File: src/rtl/rtc_bus_sequencer.sv
// Address / turnaround / data sequencer for the external RTC's multiplexed AD bus.
// All outputs are registered and loaded with the values of the state being entered.
module rtc_bus_sequencer #(
    parameter int T_ADDR = 10,
    parameter int T_GAP  = 2,
    parameter int T_DATA = 10
) (
    input  logic       clkW,
    input  logic       resetW,
    input  logic       req,
    input  logic       rw,
    input  logic [7:0] addr,
    input  logic [7:0] wdata,
    input  logic [7:0] ad_in,
    output logic [7:0] ad_out,
    output logic       ad_oe,
    output logic       ad_sel,
    output logic       en_tim,
    output logic       busy,
    output logic       done,
    output logic [7:0] rdata
);

    localparam logic [2:0] IDLE = 3'd0;
    localparam logic [2:0] ADDR = 3'd1;
    localparam logic [2:0] GAP  = 3'd2;
    localparam logic [2:0] DATA = 3'd3;
    localparam logic [2:0] DONE = 3'd4;

    localparam logic [7:0] addrLast = 8'(T_ADDR - 1);
    localparam logic [7:0] gapLast  = 8'(T_GAP - 1);
    localparam logic [7:0] dataLast = 8'(T_DATA - 1);

    logic [2:0] state;
    logic [7:0] phaseCnt;
    logic       rwL;
    logic [7:0] wdataL;

    // The address is latched straight into ad_out, so only rw and wdata need copies.
    always_ff @(posedge clkW) begin
        if (state == IDLE && req) begin
            rwL    <= rw;
            wdataL <= wdata;
        end
    end

    always_ff @(posedge clkW) begin
        if (resetW) begin
            state    <= IDLE;
            phaseCnt <= 8'd0;
            ad_out   <= 8'd0;
            ad_oe    <= 1'b0;
            ad_sel   <= 1'b0;
            en_tim   <= 1'b0;
            busy     <= 1'b0;
            done     <= 1'b0;
            rdata    <= 8'd0;
        end else begin
            case (state)
                IDLE: begin
                    if (req) begin
                        state    <= ADDR;
                        phaseCnt <= 8'd0;
                        ad_oe    <= 1'b1;
                        ad_out   <= addr;
                        ad_sel   <= 1'b1;
                        en_tim   <= 1'b1;
                        busy     <= 1'b1;
                    end
                end
                ADDR: begin
                    if (phaseCnt == addrLast) begin
                        state    <= GAP;
                        phaseCnt <= 8'd0;
                        ad_oe    <= 1'b0;
                        ad_out   <= 8'd0;
                        ad_sel   <= 1'b0;
                    end else begin
                        phaseCnt <= phaseCnt + 8'd1;
                    end
                end
                GAP: begin
                    if (phaseCnt == gapLast) begin
                        state    <= DATA;
                        phaseCnt <= 8'd0;
                        ad_oe    <= ~rwL;
                        ad_out   <= rwL ? 8'd0 : wdataL;
                    end else begin
                        phaseCnt <= phaseCnt + 8'd1;
                    end
                end
                DATA: begin
                    if (phaseCnt == dataLast) begin
                        state    <= DONE;
                        phaseCnt <= 8'd0;
                        ad_oe    <= 1'b0;
                        ad_out   <= 8'd0;
                        en_tim   <= 1'b0;
                        done     <= 1'b1;
                        if (rwL) begin
                            rdata <= ad_in;
                        end
                    end else begin
                        phaseCnt <= phaseCnt + 8'd1;
                    end
                end
                DONE: begin
                    state    <= IDLE;
                    phaseCnt <= 8'd0;
                    done     <= 1'b0;
                    busy     <= 1'b0;
                end
                default: begin
                    state    <= IDLE;
                    phaseCnt <= 8'd0;
                    ad_out   <= 8'd0;
                    ad_oe    <= 1'b0;
                    ad_sel   <= 1'b0;
                    en_tim   <= 1'b0;
                    busy     <= 1'b0;
                    done     <= 1'b0;
                end
            endcase
        end
    end

endmodule

File: config.mk
export PLATFORM = sky130hd
export DESIGN_NAME = rtc_bus_sequencer
export DESIGN_NICKNAME = d
export VERILOG_FILES = /design/src/rtl/rtc_bus_sequencer.sv
export SDC_FILE = /design/constraint.sdc
export NUM_CORES = 1
export LEC_CHECK = 0
export BUFFER_PORTS_ARGS = -buffer_cell sky130_fd_sc_hd__buf_2
export CELL_PAD_IN_SITES_DETAIL_PLACEMENT = 0
export CELL_PAD_IN_SITES_GLOBAL_PLACEMENT = 1
export CORE_MARGIN = 3
export CORE_UTILIZATION = 36
export DETAILED_ROUTE_END_ITERATION = 6
export PLACE_DENSITY = 0.74
export SLEW_MARGIN = 5
export SYNTH_ARGS = -nofsm -noshare
export SYNTH_HDL_FRONTEND = slang
export SYNTH_SLANG_ARGS = --single-unit
File: constraint.sdc
create_clock -name clkW -period 2.07 [get_ports clkW]
set_clock_uncertainty 0.15 [all_clocks]
set_input_delay 0.414 -clock clkW [delete_from_list [all_inputs] [get_ports clkW]]
set_output_delay 0.414 -clock clkW [all_outputs]
set_load 0.1 [all_outputs]
After elaboration in Yosys (flattened, before gate mapping)
Cells that the tools add are included.
- mux-type cells: 23
- add/subtract/negate cells: 1
- bitwise operators: 6
- eq/ne operators: 11
- reductions and logical operators: 14
- operators with widths (cell ; count):
    8-bit two-way mux ; 7
    8-bit one-hot mux with 4 select lines ; 1
    8-bit one-hot mux with 3 select lines ; 1
    3-bit two-way mux ; 4
    3-bit one-hot mux with 4 select lines ; 1
    3-bit OR reduction ; 4
    3-bit AND reduction ; 3
    8-bit by 1-bit adder with 8-bit output, second input constant ; 1
    8-bit by 1-bit == test with 1-bit output, second input constant ; 1
    8-bit by 4-bit == test with 1-bit output, second input constant ; 1
    2-bit inequality test, second input constant ; 4
    4-bit AND reduction ; 2
    3-bit by 2-bit == test with 1-bit output, second input constant ; 2
    1-bit inverter ; 6
    1-bit one-hot mux with 3 select lines ; 2
    1-bit two-way mux ; 4
    1-bit one-hot mux with 2 select lines ; 2
    1-bit one-hot mux with 4 select lines ; 1
    2-bit AND reduction ; 2
    3-bit by 1-bit == test with 1-bit output, second input constant ; 1
    3-bit == test, second input constant ; 1
    3-bit logical NOT ; 1
    2-bit by 1-bit inequality test with 1-bit output, second input constant ; 1
    2-bit OR reduction ; 1
    1-bit logical AND ; 1
- input bits: 28
- output and inout port bits: 21
- logic and storage cells: 66
- flip-flop bits (word level): 41

Logic depth before layout (Yosys ltp)
Gate-level depths: netlist of the first run.
- depth in word-level cells: 4
- depth in mapped cells: 7
- gate-level depth less buffers: 6

Worst setup path before layout of the first run
OpenSTA, ideal clock, no wires.
- kind: reg-to-reg
- from: register state[0]
- to: register ad_oe
- period minus slack after synthesis: 2.231 ns
- arrival: 1.960 ns
- library setup time: 0.121 ns
- stages on the path, launching flop included: 6
- path slack: -0.161 ns
- required time: 1.799 ns
- buffers on the path: 1
- cell sequence: dfxtp_1 -> clkbuf_2 -> or3b_4 -> nor2_1 -> nand4b_4 -> mux2_2
- word-level cells in the longest chain between the ends: 4
- elaborated cells between the ends (all ways): 12
- those cells by class: eq/ne (7); mux (1); bitwise (1); reduce/logical (3)
- ends and longest elaborated chain (item ; line ; text):
    from (decl) ; 34 ; logic [2:0] state;
    from (signal assigned) ; 49 ; state <= IDLE;
    from (signal assigned) ; 62 ; state <= ADDR;
    from (signal assigned) ; 73 ; state <= GAP;
    3-bit by 2-bit == test with 1-bit output or 3-bit by 1-bit == test with 1-bit output (tied branches) ; 59 ; case (state)
    2-bit OR reduction (no source line) ; -- ;
    2-bit by 1-bit inequality test with 1-bit output (no source line) ; -- ;
    4-bit AND reduction (no source line) ; -- ;
    to (signal assigned) ; 86 ; ad_oe <= ~rwL;
    to (decl) ; 16 ; output logic ad_oe,
Several ways; a longest one is shown, not always the timed one.
A chain may end at the register's enable or synchronous reset.

Final worst setup path of the first run
- from: register phaseCnt[0]
- to: register ad_out[3]
- word-level cells in the longest chain between the ends: 3
- elaborated cells between the ends (all ways): 5
- those cells by class: eq/ne (4); reduce/logical (1)
- ends and longest elaborated chain (item ; line ; text):
    from (decl) ; 35 ; logic [7:0] phaseCnt;
    from (signal assigned) ; 79 ; phaseCnt <= phaseCnt + 8'd1;
    from (signal assigned) ; 89 ; phaseCnt <= phaseCnt + 8'd1;
    from (signal assigned) ; 104 ; phaseCnt <= phaseCnt + 8'd1;
    8-bit by 1-bit == test with 1-bit output or 8-bit by 4-bit == test with 1-bit output (tied branches) ; 83, 72, 93 ;
    2-bit inequality test (no source line) or 2-bit by 1-bit inequality test with 1-bit output (tied branches) ; -- ;
    4-bit AND reduction (no source line) * ; -- ;
    to (signal assigned) ; 65 ; ad_out <= addr;
    to (signal assigned) ; 87 ; ad_out <= rwL ? 8'd0 : wdataL;
    to (decl) ; 15 ; output logic [7:0] ad_out,
Every way passes the cells marked *; elsewhere a longest branch is shown, timed or not.

==> results summary, run 1 <==
The run finished with clean final reports. The biggest area contributor in the post-synthesis netlist is sky130_fd_sc_hd__dfxtp_1. By area the synthesized netlist is led by sky130_fd_sc_hd__dfxtp_1 (34%), sky130_fd_sc_hd__edfxtp_1 (14%), sky130_fd_sc_hd__nor2b_1 (6.2%), sky130_fd_sc_hd__mux2_2 (5.3%), sky130_fd_sc_hd__nand2b_1 (5.2%). The final layout net count came out at 276. The post-route worst hold slack is 0.143 ns. The final cell count without fillers is 314. In the final layout, the share of cells above drive strength 1 is 33.6%. The H-tree depth is 2. The number of endpoints failing setup at the final stage came out at 0.

The leakage power is 0.993 nW. The design internal power is 1.35 mW. The count of buffers added by post-CTS timing repair for setup is 0.

The critical path capture point type is a flop. The total nets after synthesis came out at 223. In this run the core area contains 25 standard-cell rows.

The highest clock rate is 520 MHz. Dividing the final minimum period by the clock period gives 92.9%. After clock tree synthesis, the clock-pin slew on the worst setup and hold paths is 0.08 ns. For this design, the slowest cell found on the critical path is sky130_fd_sc_hd__dfxtp_1.

The shortest clock period the worst path allows after layout came out at 1.92 ns. By startpoint and endpoint, the worst setup path is classified as flop to flop. The count of inserted antenna diode cells came out at 0. The number of buffers created by CTS is 5. The mean instance size in the synthesized netlist is 9.91 um^2. The total overflow reported by the global router is 0. The layout overhead on the synthesized area came out at 24.6%. By instance count, the leading cell after synthesis is sky130_fd_sc_hd__dfxtp_1. The die is 78.9 um wide. The number of vias per cell after detailed routing is 4.82. The detailed router finished its first iteration with 53 violations. The final routed DRC violation total came out at 0. Among all flip-flop cells after synthesis, the most frequent one is sky130_fd_sc_hd__dfxtp_1. Across the VDD grid, the largest voltage drop is 376 uV. The number of buffers inserted by port buffering is 48. The number of max-capacitance violations reported is 0. The maximum clock insertion buffer count is 2. The initial antenna violation count came out at 0.

The clock reaches the later pin of the worst-skew pair after 0.29 ns. The final count of pins violating max slew came to 0. The pre-antenna-repair detailed-routing pass consisted of 4 iterations. The global placement routability congestion is 0.718. The wire length of the first global-routing pass is 6.50 mm. Summed over all layers, the routed wires come to 4.04 mm. TritonCTS built the clock tree.

The relative slew slack came out at 59.1%. The number of top-level design ports is 49. The maximum number of pins on one net before global-route repair is 27. The proportion of power drawn by combinational gates came out at 17.6%. Dividing total power by cell area gives a power density of 790 mW/mm^2. The number of warnings reported in the yosys synthesis log came out at 0. Net switching is 28.1% of the power. The number of global-route vias before repair is 1374. The sequential cell fraction of total power is 46.8%.

The cell depth of the worst flop-to-flop path came out at 5. Yosys mapped the design onto 39 distinct sky130hd cell types. The floorplan step defined a core boundary enclosing 0.00491 mm^2. With fillers left out, the area of the finished cells amounts to 0.00238 mm^2. The post-synthesis instance area is 0.00191 mm^2. The final-layout setup total negative slack is 0 ns.

The area of the die is 0.00622 mm^2. The path class of the tightest hold or removal check is primary input to flop. After synthesis, the most frequently instantiated cells are sky130_fd_sc_hd__dfxtp_1 (32), sky130_fd_sc_hd__nor2b_1 (19), sky130_fd_sc_hd__nand2b_1 (16), sky130_fd_sc_hd__nor2_1 (16), sky130_fd_sc_hd__a21oi_1 (13). Summed over all nets, the switching power comes to 529 uW. The final setup slack of the worst path came out at 0.146 ns. The cell area after placement is 0.00225 mm^2. The delay contributed by the slowest stage of the critical path is 0.39 ns. The proportion of synthesized flip-flops having asynchronous set or reset is 0%. OpenSTA, run right after detailed placement, puts the worst setup slack at 0.128 ns. The total of cells resized after clock tree synthesis came out at 0.

At the pin with the least slew margin, the transition time is 0.613 ns. The worst setup path is launched from a flop. Along the worst hold path, the cell count comes to 1. The number of sinks on the clock net is 41.

For the worst setup path, the data required time is 2.10 ns. The final hold violation count came to 0. The data arrival time at the worst-slack endpoint came out at 1.96 ns. The largest fanout on the critical path is 9. Sequential cells were found to cover 47.6% of the synthesized design area.

The number of instances in the synthesized netlist came out at 193. Setup repair after global routing left no endpoint under its margin. The via count is 1513. Once detailed placement completed, the half-perimeter wirelength came to 2.96 mm. The wire length per cell after detailed routing is 12.9 um. The critical path goes through ha_1, nor2b_1, nand3_1, nand4b_4, mux2_2. Yosys mapped a number of flops with a built-in enable equal to 9. The all-layer global routing usage came out at 13.3%. In this run the biggest area consumer among cell types represents 33.5% of the synthesized area.

The cts-stage hold buffer count came out at 0. The vertical extent of the die came out at 78.9 um. The clock network fraction of design power is 35.6%. The overall power of the completed layout came out at 1.88 mW. The post-route core utilization is 48.5%.

The remaining antenna violation count came out at 0. The count of placed standard cells including taps came out at 306. The tree is rooted in a sky130_fd_sc_hd__clkbuf_8. The post-synthesis register bit count is 41. The effective utilization at floorplan came out at 38.9%.
==> final cells by class <==
class / instances / area [um^2]
Tap cell: 67 / 83.8
Timing Repair Buffer: 57 / 308
Inverter: 2 / 7.51
Clock buffer: 6 / 82.6
Clock inverter: 2 / 37.5
Sequential cell: 41 / 911
Multi-Input combinational cell: 139 / 952
Fill cell: 494 / 2530
==> final timing paths <==
kind | startpoint | to | slack, ns
worst max-delay path | phaseCnt[0] | ad_out[3] | 0.15
worst min-delay path | wdata[2] | wdataL[2] | 0.14
worst max register to register | phaseCnt[0] | ad_out[3] | 0.15
worst min register to register | done | done | 0.30
==> cells by family after synthesis <==
logic type / Yosys count / synth area share [%]
AND/OR/NAND/NOR: 86 / 27.4
flip-flops: 41 / 47.6
AO/OA/AOI/OAI: 31 / 9.42
multiplexers: 17 / 9.49
buffers and inverters: 13 / 3.34
XOR/XNOR: 3 / 1.37
adder cells (fa/ha/maj): 2 / 1.31
==> registers in the layout, summed over array words and instances, names as in the netlist <==
register,flops
phaseCnt,8
rwL,1
busy,1
done,1
ad_sel,1
rdata,8
ad_out,8
wdataL,8
en_tim,1
state,3
ad_oe,1
==> power by group through the flow <==
stage	Combinational, mW	Sequential [mW]	Clock [mW]
2_1_floorplan	0.126	1.02	0
3_3_place_gp	0.328	0.900	0
3_5_place_dp	0.330	0.900	0
4_1_cts	0.331	0.881	0.695
5_1_grt	0.356	0.885	0.720
6_report	0.332	0.881	0.670
==> routing by layer <==
metal	part of all wire (%)	global-route usage, %
met5	0	0
met4	1.4	6.19
met3	6.3	3.74
met2	45	20.2
met1	47	17.5
==> placed cells by master, fill, tap and decap left out, types with 3 or more instances in the layout <==
master                      n
sky130_fd_sc_hd__buf_2     48
sky130_fd_sc_hd__dfxtp_1   32
sky130_fd_sc_hd__nor2b_1   19
sky130_fd_sc_hd__nand2b_1  16
sky130_fd_sc_hd__nor2_1    15
sky130_fd_sc_hd__a21oi_1   12
sky130_fd_sc_hd__a31oi_1   10
sky130_fd_sc_hd__mux2_2     9
sky130_fd_sc_hd__buf_4      9
sky130_fd_sc_hd__edfxtp_1   9
sky130_fd_sc_hd__mux2i_1    8
sky130_fd_sc_hd__nand2_1    8
sky130_fd_sc_hd__nand3_1    7
sky130_fd_sc_hd__clkbuf_8   6
sky130_fd_sc_hd__o21ai_0    5
sky130_fd_sc_hd__and3_1     3
==> worst max-delay path, delay by kind of cell (launching register included) <==
family | cells | cell delay, ns
simple gates | 3 | 0.76
flops | 1 | 0.39
mux | 1 | 0.35
fa+ha+maj | 1 | 0.17
Note: power is estimated with default switching activity, not from simulation.
==> run 2, diff against run 1 <==
--- a/config.mk
+++ b/config.mk
@@ -11,7 +11,7 @@
 export CORE_MARGIN = 3
 export CORE_UTILIZATION = 36
 export DETAILED_ROUTE_END_ITERATION = 6
-export PLACE_DENSITY = 0.74
+export PLACE_DENSITY = 0.85
 export SLEW_MARGIN = 5
 export SYNTH_ARGS = -nofsm -noshare
 export SYNTH_HDL_FRONTEND = slang
==> run 2 against run 1 <==
Sequential cell count is the same. Critical path depth grew 1. Count of clock-buffer cells in the layout is the same. Setup slack lost 0.039 ns. Global-route usage grew 0.78 points. Highest routed layer unchanged. Critical endpoint is now ad_out[1]. Routed wire length grew 2.6%. Maximum frequency shrank 2.0%. Die area is the same. Sequential power is essentially flat.
==> results summary, run 2 (synthesis gave the netlist of run 1 again) <==
The row count came out at 25 (unchanged). The fraction of layout cells with a size suffix above 1 is 33.6% (about the same). The final wirelength is 4.15 mm (+2.6%). The clock slew at the register clock pins of the worst setup and hold paths came out at 0.07 ns (about the same). The design internal power is 1.20 mW (-11%). The initial antenna violation count came to 0 (unchanged). The count of inserted antenna diode cells came out at 0 (unchanged). The proportion of power drawn by combinational gates is 19.8% (+2.2 points). The final layout net count came out at 279 (+1.1%). The wire length of the first global-routing pass came to 6.91 mm (+6.3%). The final hold violation count is 0 (unchanged). Among all stages on the critical path, the largest delay is contributed by sky130_fd_sc_hd__dfxtp_1. The area of the die is 0.00622 mm^2 (unchanged).

The remaining antenna violation count is 0 (unchanged). The CTS tree is built. The setup path with the least slack is of type flop to flop. The largest fanout on the critical path was 9 (unchanged).

The wire length per cell after detailed routing was 13.1 um (+1.7%). The data arrival time at the worst-slack endpoint came out at 1.99 ns (+0.03 ns). The leading cell type in the layout, fill and taps excluded is sky130_fd_sc_hd__buf_2. The most critical setup path has its startpoint at phaseCnt[0]. The cell depth of the worst flop-to-flop path came out at 6 (+1). The highest clock rate came to 510 MHz (-2.0%). The number of sinks on the clock net came out at 41 (unchanged).

In this run the worst hold path is classified as primary input to flop. The count of routing violations after the opening detailed-route iteration is 68 (+28%). The relative slew slack came out at 61.4% (+2.3 points). The sequential cell fraction of total power was 51.4% (+4.6 points). The width of the die came to 78.9 um (unchanged). The number of buffers created by CTS is 5 (unchanged).

The first-pass detailed-route iteration total is 4 (unchanged). The library cells used most frequently in the layout, excluding fill and tap cells, are sky130_fd_sc_hd__buf_2 (48), sky130_fd_sc_hd__dfxtp_1 (32), sky130_fd_sc_hd__nor2b_1 (19), sky130_fd_sc_hd__nand2b_1 (16), sky130_fd_sc_hd__nor2_1 (15). The worst-case register-to-register setup slack came out at 0.11 ns (-0.04 ns). The number of buffers inserted by port buffering came out at 48 (unchanged). The via count came to 1551 (+2.5%). The total overflow reported by the global router is 0 (unchanged). The wire length on met2 came out at 1.78 mm (-1.9%).

The power density normalized to cell area came out at 728 mW/mm^2 (-7.9%). The effective utilization at floorplan was 38.9% (unchanged). The final count of pins violating max slew is 0 (unchanged). The all-layer global routing usage came out at 14.1% (+0.78 points). The worst path required time is 2.10 ns (about the same). The critical path goes through ha_1, nor2b_1, buf_4, nand3_1, nand4b_4, mux2_2. The flow ran to the end, and the final reports show no timing, DRC or antenna violations. The number of filler cells placed in the layout is 482 (-2.4%). The post-route met1 wirelength came to 2.02 mm (+5.3%). The maximum number of pins on one net before global-route repair came out at 27 (unchanged). The vertical extent of the die is 78.9 um (unchanged). The timing endpoint of the critical path is ad_out[1]. STA classifies the critical path endpoint as a flop. The global placement routability congestion came out at 0.792 (+10%). The delay contributed by the slowest stage of the critical path was 0.40 ns (about the same). The shortest clock period the worst path allows after layout is 1.96 ns (+0.0388 ns). The H-tree depth came out at 2 (unchanged). The switching power is 515 uW (-2.8%).

The number of endpoints failing setup at the final stage was 0 (unchanged). The number of vias per cell after detailed routing is 4.89 (+1.5%). The final routed DRC violation total was 0 (unchanged). The final period utilization came out at 94.8% (+1.9 points). STA classifies the critical path startpoint as a flop. The overall power of the completed layout is 1.71 mW (-8.9%). The clock network fraction of design power is 28.8% (-6.8 points). The worst register-to-register path ends at ad_out[1]. The maximum clock insertion buffer count is 2 (unchanged). After detailed routing, no signal wire sits above met4. The detailed-placement wirelength estimate came to 2.96 mm (-0.18%).

The worst voltage drop across the vdd grid is 332 uV (-12%). The number of global-route vias before repair is 1501 (+9.2%). The worst register-to-register path begins at phaseCnt[0]. The post-route core utilization is 47.9% (-0.56 points). The clock latency of the later-clocked register in the worst-skew pair is 0.29 ns (about the same). The number of top-level design ports is 49 (unchanged).

The leakage power is 0.995 nW (+0.14%). The layout overhead on the synthesized area is 23.2%. The root buffer cell is sky130_fd_sc_hd__clkbuf_8.

The number of max-capacitance violations reported came out at 0 (unchanged). The detailed-routed wire length on met3 came out at 315 um (+24%). The slew of the pin with the lowest slew margin is 0.578 ns (-0.0341 ns). The core footprint is 0.00491 mm^2 (unchanged). The fraction of power spent switching nets is 30.0% (+1.9 points).
## run 2: changes by cell type in the layout (fill, tap and decap cells not counted)
cell and delta:
sky130_fd_sc_hd__a21oi_2 -1, sky130_fd_sc_hd__clkinv_2 +2, sky130_fd_sc_hd__a21oi_1 +1, sky130_fd_sc_hd__bufinv_16 -1, sky130_fd_sc_hd__clkbuf_8 -1, sky130_fd_sc_hd__buf_4 +3
sky130_fd_sc_hd__clkinvlp_4 -1, sky130_fd_sc_hd__a31oi_2 +1, sky130_fd_sc_hd__clkbuf_1 +1, sky130_fd_sc_hd__a31oi_4 -1
## run 2: worst max-delay path: cells and delay by family, from the launching register on
| kind | cells | cell delay, ns |
|---|---|---|
| AND/OR/NAND/NOR | 3 | 0.60 |
| buffers and inverters | 1 | 0.17 |
| adder cells (fa/ha/maj) | 1 | 0.18 |
| multiplexers | 1 | 0.36 |
| flip-flops | 1 | 0.40 |
## run 2: cell type report
| type | instances | area [um^2] | area share [%] |
|---|---|---|---|
| inverters | 2 | 7.51 | 0.319 |
| clock buffers | 6 | 72.6 | 3.08 |
| clock inverters | 2 | 10.0 | 0.425 |
| flip-flops and latches | 41 | 911 | 38.7 |
| well taps | 67 | 83.8 | 3.56 |
| multi-input cells | 139 | 940 | 39.9 |
| repair buffers | 60 | 330 | 14.0 |
## run 2: metrics by stage
step | area (um^2) | cells | setup WS (ns) | hold WS [ns] | TNS, ns
final | 2350 | 317 | 0.108 | 0.141 | 0
after global routing | 2350 | 317 | -0.00825 | 0.120 | -0.0402
after global placement | 2260 | 307 | 0.146 | 0.286 | 0
after detailed placement | 2260 | 307 | 0.0587 | 0.289 | 0
after CTS | 2340 | 315 | 0.0409 | 0.129 | 0
after floorplan | 1910 | 193 | 0.0417 | 0.321 | 0
## run 2: worst min path at each step
stage                      from          end  slack, ns  cells after the start
finish                 wdata[5]    wdataL[5]       0.14                      1
global route                 rw          rwL       0.12                      1
detailed placement         done         done       0.29                      2
global placement           done         done       0.29                      2
CTS                    wdata[5]    wdataL[5]       0.13                      1
floorplan           phaseCnt[7]  phaseCnt[7]       0.32                      1
## run 2: power groups by stage
stage	logic, mW	registers [mW]	clock network [mW]
global placement	0.328	0.899	0
global route	0.362	0.887	0.561
detailed placement	0.331	0.899	0
finish	0.339	0.881	0.494
floorplan	0.126	1.02	0
CTS	0.333	0.881	0.517
## run 2: timing repair
item,CTS,global route
setup endpoints to repair,0,9
setup buffers,0,2
gates resized for setup,0,0
hold endpoints to repair,0,0
hold buffers,0,0
## run 2: layer usage
| metal | track usage [%] | vias to the layer above |
|---|---|---|
| li1 | - | 784 |
| met1 | 18.9 | 706 |
| met2 | 20.3 | 56 |
| met3 | 5.56 | 5 |
| met4 | 5.33 | 0 |
| met5 | 0 | - |
==> run 3, diff against run 2 <==
--- a/config.mk
+++ b/config.mk
@@ -5,7 +5,7 @@
 export SDC_FILE = /design/constraint.sdc
 export NUM_CORES = 1
 export LEC_CHECK = 0
-export BUFFER_PORTS_ARGS = -buffer_cell sky130_fd_sc_hd__buf_2
+export BUFFER_PORTS_ARGS = -buffer_cell sky130_fd_sc_hd__buf_4
 export CELL_PAD_IN_SITES_DETAIL_PLACEMENT = 0
 export CELL_PAD_IN_SITES_GLOBAL_PLACEMENT = 1
 export CORE_MARGIN = 3
==> run 3 against run 2 <==
First-iteration DRC count rose by 130%. Maximum frequency up 4.3%. Register-to-register slack better by 0.08 ns. Final area increased by 6.2%. Critical path type unchanged. Count of clock-buffer cells in the layout unchanged. Critical path depth increased by 1. Routed wire length rose by 0.48%. Non-clock buffer count is 1 lower.
==> results summary, run 3 (synthesis gave the netlist of run 1 again) <==
The global placement routability congestion came out at 0.908 (+15%). The effective utilization at floorplan came out at 38.9% (unchanged). The core footprint came out at 0.00491 mm^2 (unchanged). The relative slew slack is 62.1% (+0.71 points). The shortest clock period the worst path allows after layout came out at 1.88 ns (-0.0802 ns). The row count came out at 25 (unchanged). The overall power of the completed layout came to 1.86 mW (+8.7%).

The all-layer global routing usage is 14.2% (+0.11 points). The total overflow reported by the global router is 0 (unchanged). The wire length per cell after detailed routing is 13.2 um (+0.80%). The final period utilization is 90.9% (-3.9 points). The startpoint identified for the worst register-to-register timing path is phaseCnt[1].

The vertical extent of the die is 78.9 um (unchanged). The leading cell type in the layout, fill and taps excluded is sky130_fd_sc_hd__buf_4. The remaining antenna violation count is 0 (unchanged). The leakage power is 1.03 nW (+3.1%). The final wirelength was 4.17 mm (+0.48%).

The worst setup path is captured at a flop. The sort of element at the start of the critical path is a flop. In this run the critical register-to-register path is captured at ad_out[7]. The root buffer cell is sky130_fd_sc_hd__clkbuf_8. The count of routing violations after the opening detailed-route iteration came out at 156 (+130%). The area of the die came out at 0.00622 mm^2 (unchanged). The number of max-capacitance violations reported was 0 (unchanged).

The detailed-placement wirelength estimate was 3.01 mm (+1.8%). The final routed DRC violation total came out at 0 (unchanged). The first-pass detailed-route iteration total came out at 4 (unchanged). Setup repair after global routing left no endpoint under its margin. The final-layout setup total negative slack is 0 ns (unchanged). The clock latency of the later-clocked register in the worst-skew pair came out at 0.29 ns (about the same). In this run the worst setup path begins at phaseCnt[1]. The initial antenna violation count came out at 0 (unchanged). The slew of the pin with the lowest slew margin is 0.568 ns (-0.0106 ns). The worst voltage drop across the vdd grid is 315 uV (-5.1%). The fraction of layout cells with a size suffix above 1 is 33.3% (-0.27 points). The layout overhead on the synthesized area is 30.8%. The clock slew at the register clock pins of the worst setup and hold paths came out at 0.08 ns (about the same). The final hold violation count is 0 (unchanged).

The largest fanout on the critical path is 9 (unchanged). The cell depth of the worst flop-to-flop path is 7 (+1). The worst-case register-to-register setup slack came out at 0.19 ns (+0.08 ns). The number of buffers created by CTS was 5 (unchanged). The critical setup path kind is flop to flop. The run finished with clean final reports. TritonCTS built the clock tree. The data arrival time at the worst-slack endpoint came out at 1.91 ns (-0.08 ns).

The final count of pins violating max slew is 0 (unchanged). The number of sinks on the clock net was 41 (unchanged). The number of vias per cell after detailed routing came out at 4.91 (+0.45%).

The power density normalized to cell area is 745 mW/mm^2 (+2.4%). The min-delay analysis places its worst path in the category primary input to flop. The maximum clock insertion buffer count came out at 2 (unchanged).

The final layout net count came to 278 (-0.36%). The maximum number of pins on one net before global-route repair was 27 (unchanged). The worst path required time came out at 2.10 ns (about the same). The via count is 1553 (+0.13%). The number of endpoints failing setup at the final stage came to 0 (unchanged).

The number of top-level design ports is 49 (unchanged). The cts-stage hold buffer count came out at 0 (unchanged). The most critical setup path has its endpoint at ad_out[7]. The width of the die came out at 78.9 um (unchanged). The number of buffers inserted by port buffering is 48 (unchanged). In the layout the commonest cells are sky130_fd_sc_hd__buf_4 (59), sky130_fd_sc_hd__dfxtp_1 (32), sky130_fd_sc_hd__nor2b_1 (19), sky130_fd_sc_hd__nand2b_1 (16), sky130_fd_sc_hd__nor2_1 (15).

The H-tree depth came out at 2 (unchanged). The wire length of the first global-routing pass is 6.97 mm (+0.91%). The count of inserted antenna diode cells came to 0 (unchanged). The highest clock rate was 531 MHz (+4.3%). The number of global-route vias before repair came to 1482 (-1.3%).
-- run 3: cell count changes in the layout (fill, tap and decap cells not counted) --
cell	before	now
sky130_fd_sc_hd__a31oi_2	1	0
sky130_fd_sc_hd__a31oi_4	0	1
sky130_fd_sc_hd__buf_2	48	0
sky130_fd_sc_hd__buf_4	12	59
sky130_fd_sc_hd__bufinv_16	0	1
sky130_fd_sc_hd__clkinv_2	2	1
-- run 3: routing by layer --
metal	share of wire (%)	GRT usage (%)
met5	0	0
met2	43	20.5
met3	8.1	5.56
met1	47	19.5
met4	1.3	4.47
-- run 3: area by class of cell --
class / count / area [um^2]
Clock buffer: 6 / 72.6
Clock inverter: 2 / 35.0
Fill cell: 471 / 2410
Inverter: 2 / 7.51
Multi-Input combinational cell: 139 / 948
Sequential cell: 41 / 911
Tap cell: 67 / 83.8
Timing Repair Buffer: 59 / 443
-- run 3: where the power goes --
part / internal (mW) / leakage, nW / switching [mW]
clock: 0.358 / 0.0552 / 0.265
sequential: 0.856 / 0.346 / 0.0260
combinational: 0.132 / 0.624 / 0.228
-- run 3: through the flow --
stage	cells	utilization [%]	setup WS, ns	area (um^2)	hold slack (ns)
finish	316	50.9	0.188	2500	0.138
global route	316	50.9	0.0415	2500	0.116
CTS	316	50.8	0.184	2490	0.130
detailed placement	308	48.6	0.187	2380	0.289
global placement	308	48.6	0.239	2380	0.284
floorplan	193	-	0.0417	1910	0.321
-- run 3: worst max-delay path: stages (launching register included) --
cell	delay, ns
sky130_fd_sc_hd__dfxtp_1	0.36
sky130_fd_sc_hd__inv_1	0.07
sky130_fd_sc_hd__ha_1	0.18
sky130_fd_sc_hd__nor2b_1	0.13
sky130_fd_sc_hd__buf_4	0.16
sky130_fd_sc_hd__nand3_1	0.18
sky130_fd_sc_hd__nand4b_4	0.22
sky130_fd_sc_hd__mux2_2	0.33
-- run 3: worst min-delay path by stage --
stage | startpoint | to | cells past startpoint
after floorplan | phaseCnt[7] | phaseCnt[7] | 1
after global placement | done | done | 2
after detailed placement | done | done | 2
after CTS | rw | rwL | 1
after global routing | rw | rwL | 1
final | wdata[3] | wdataL[3] | 1
-- run 3: timing repair --
| action | CTS | global route |
|---|---|---|
| resized for setup | 0 | 1 |
| setup endpoints to repair | 0 | 1 |
| buffers inserted | 0 | 0 |
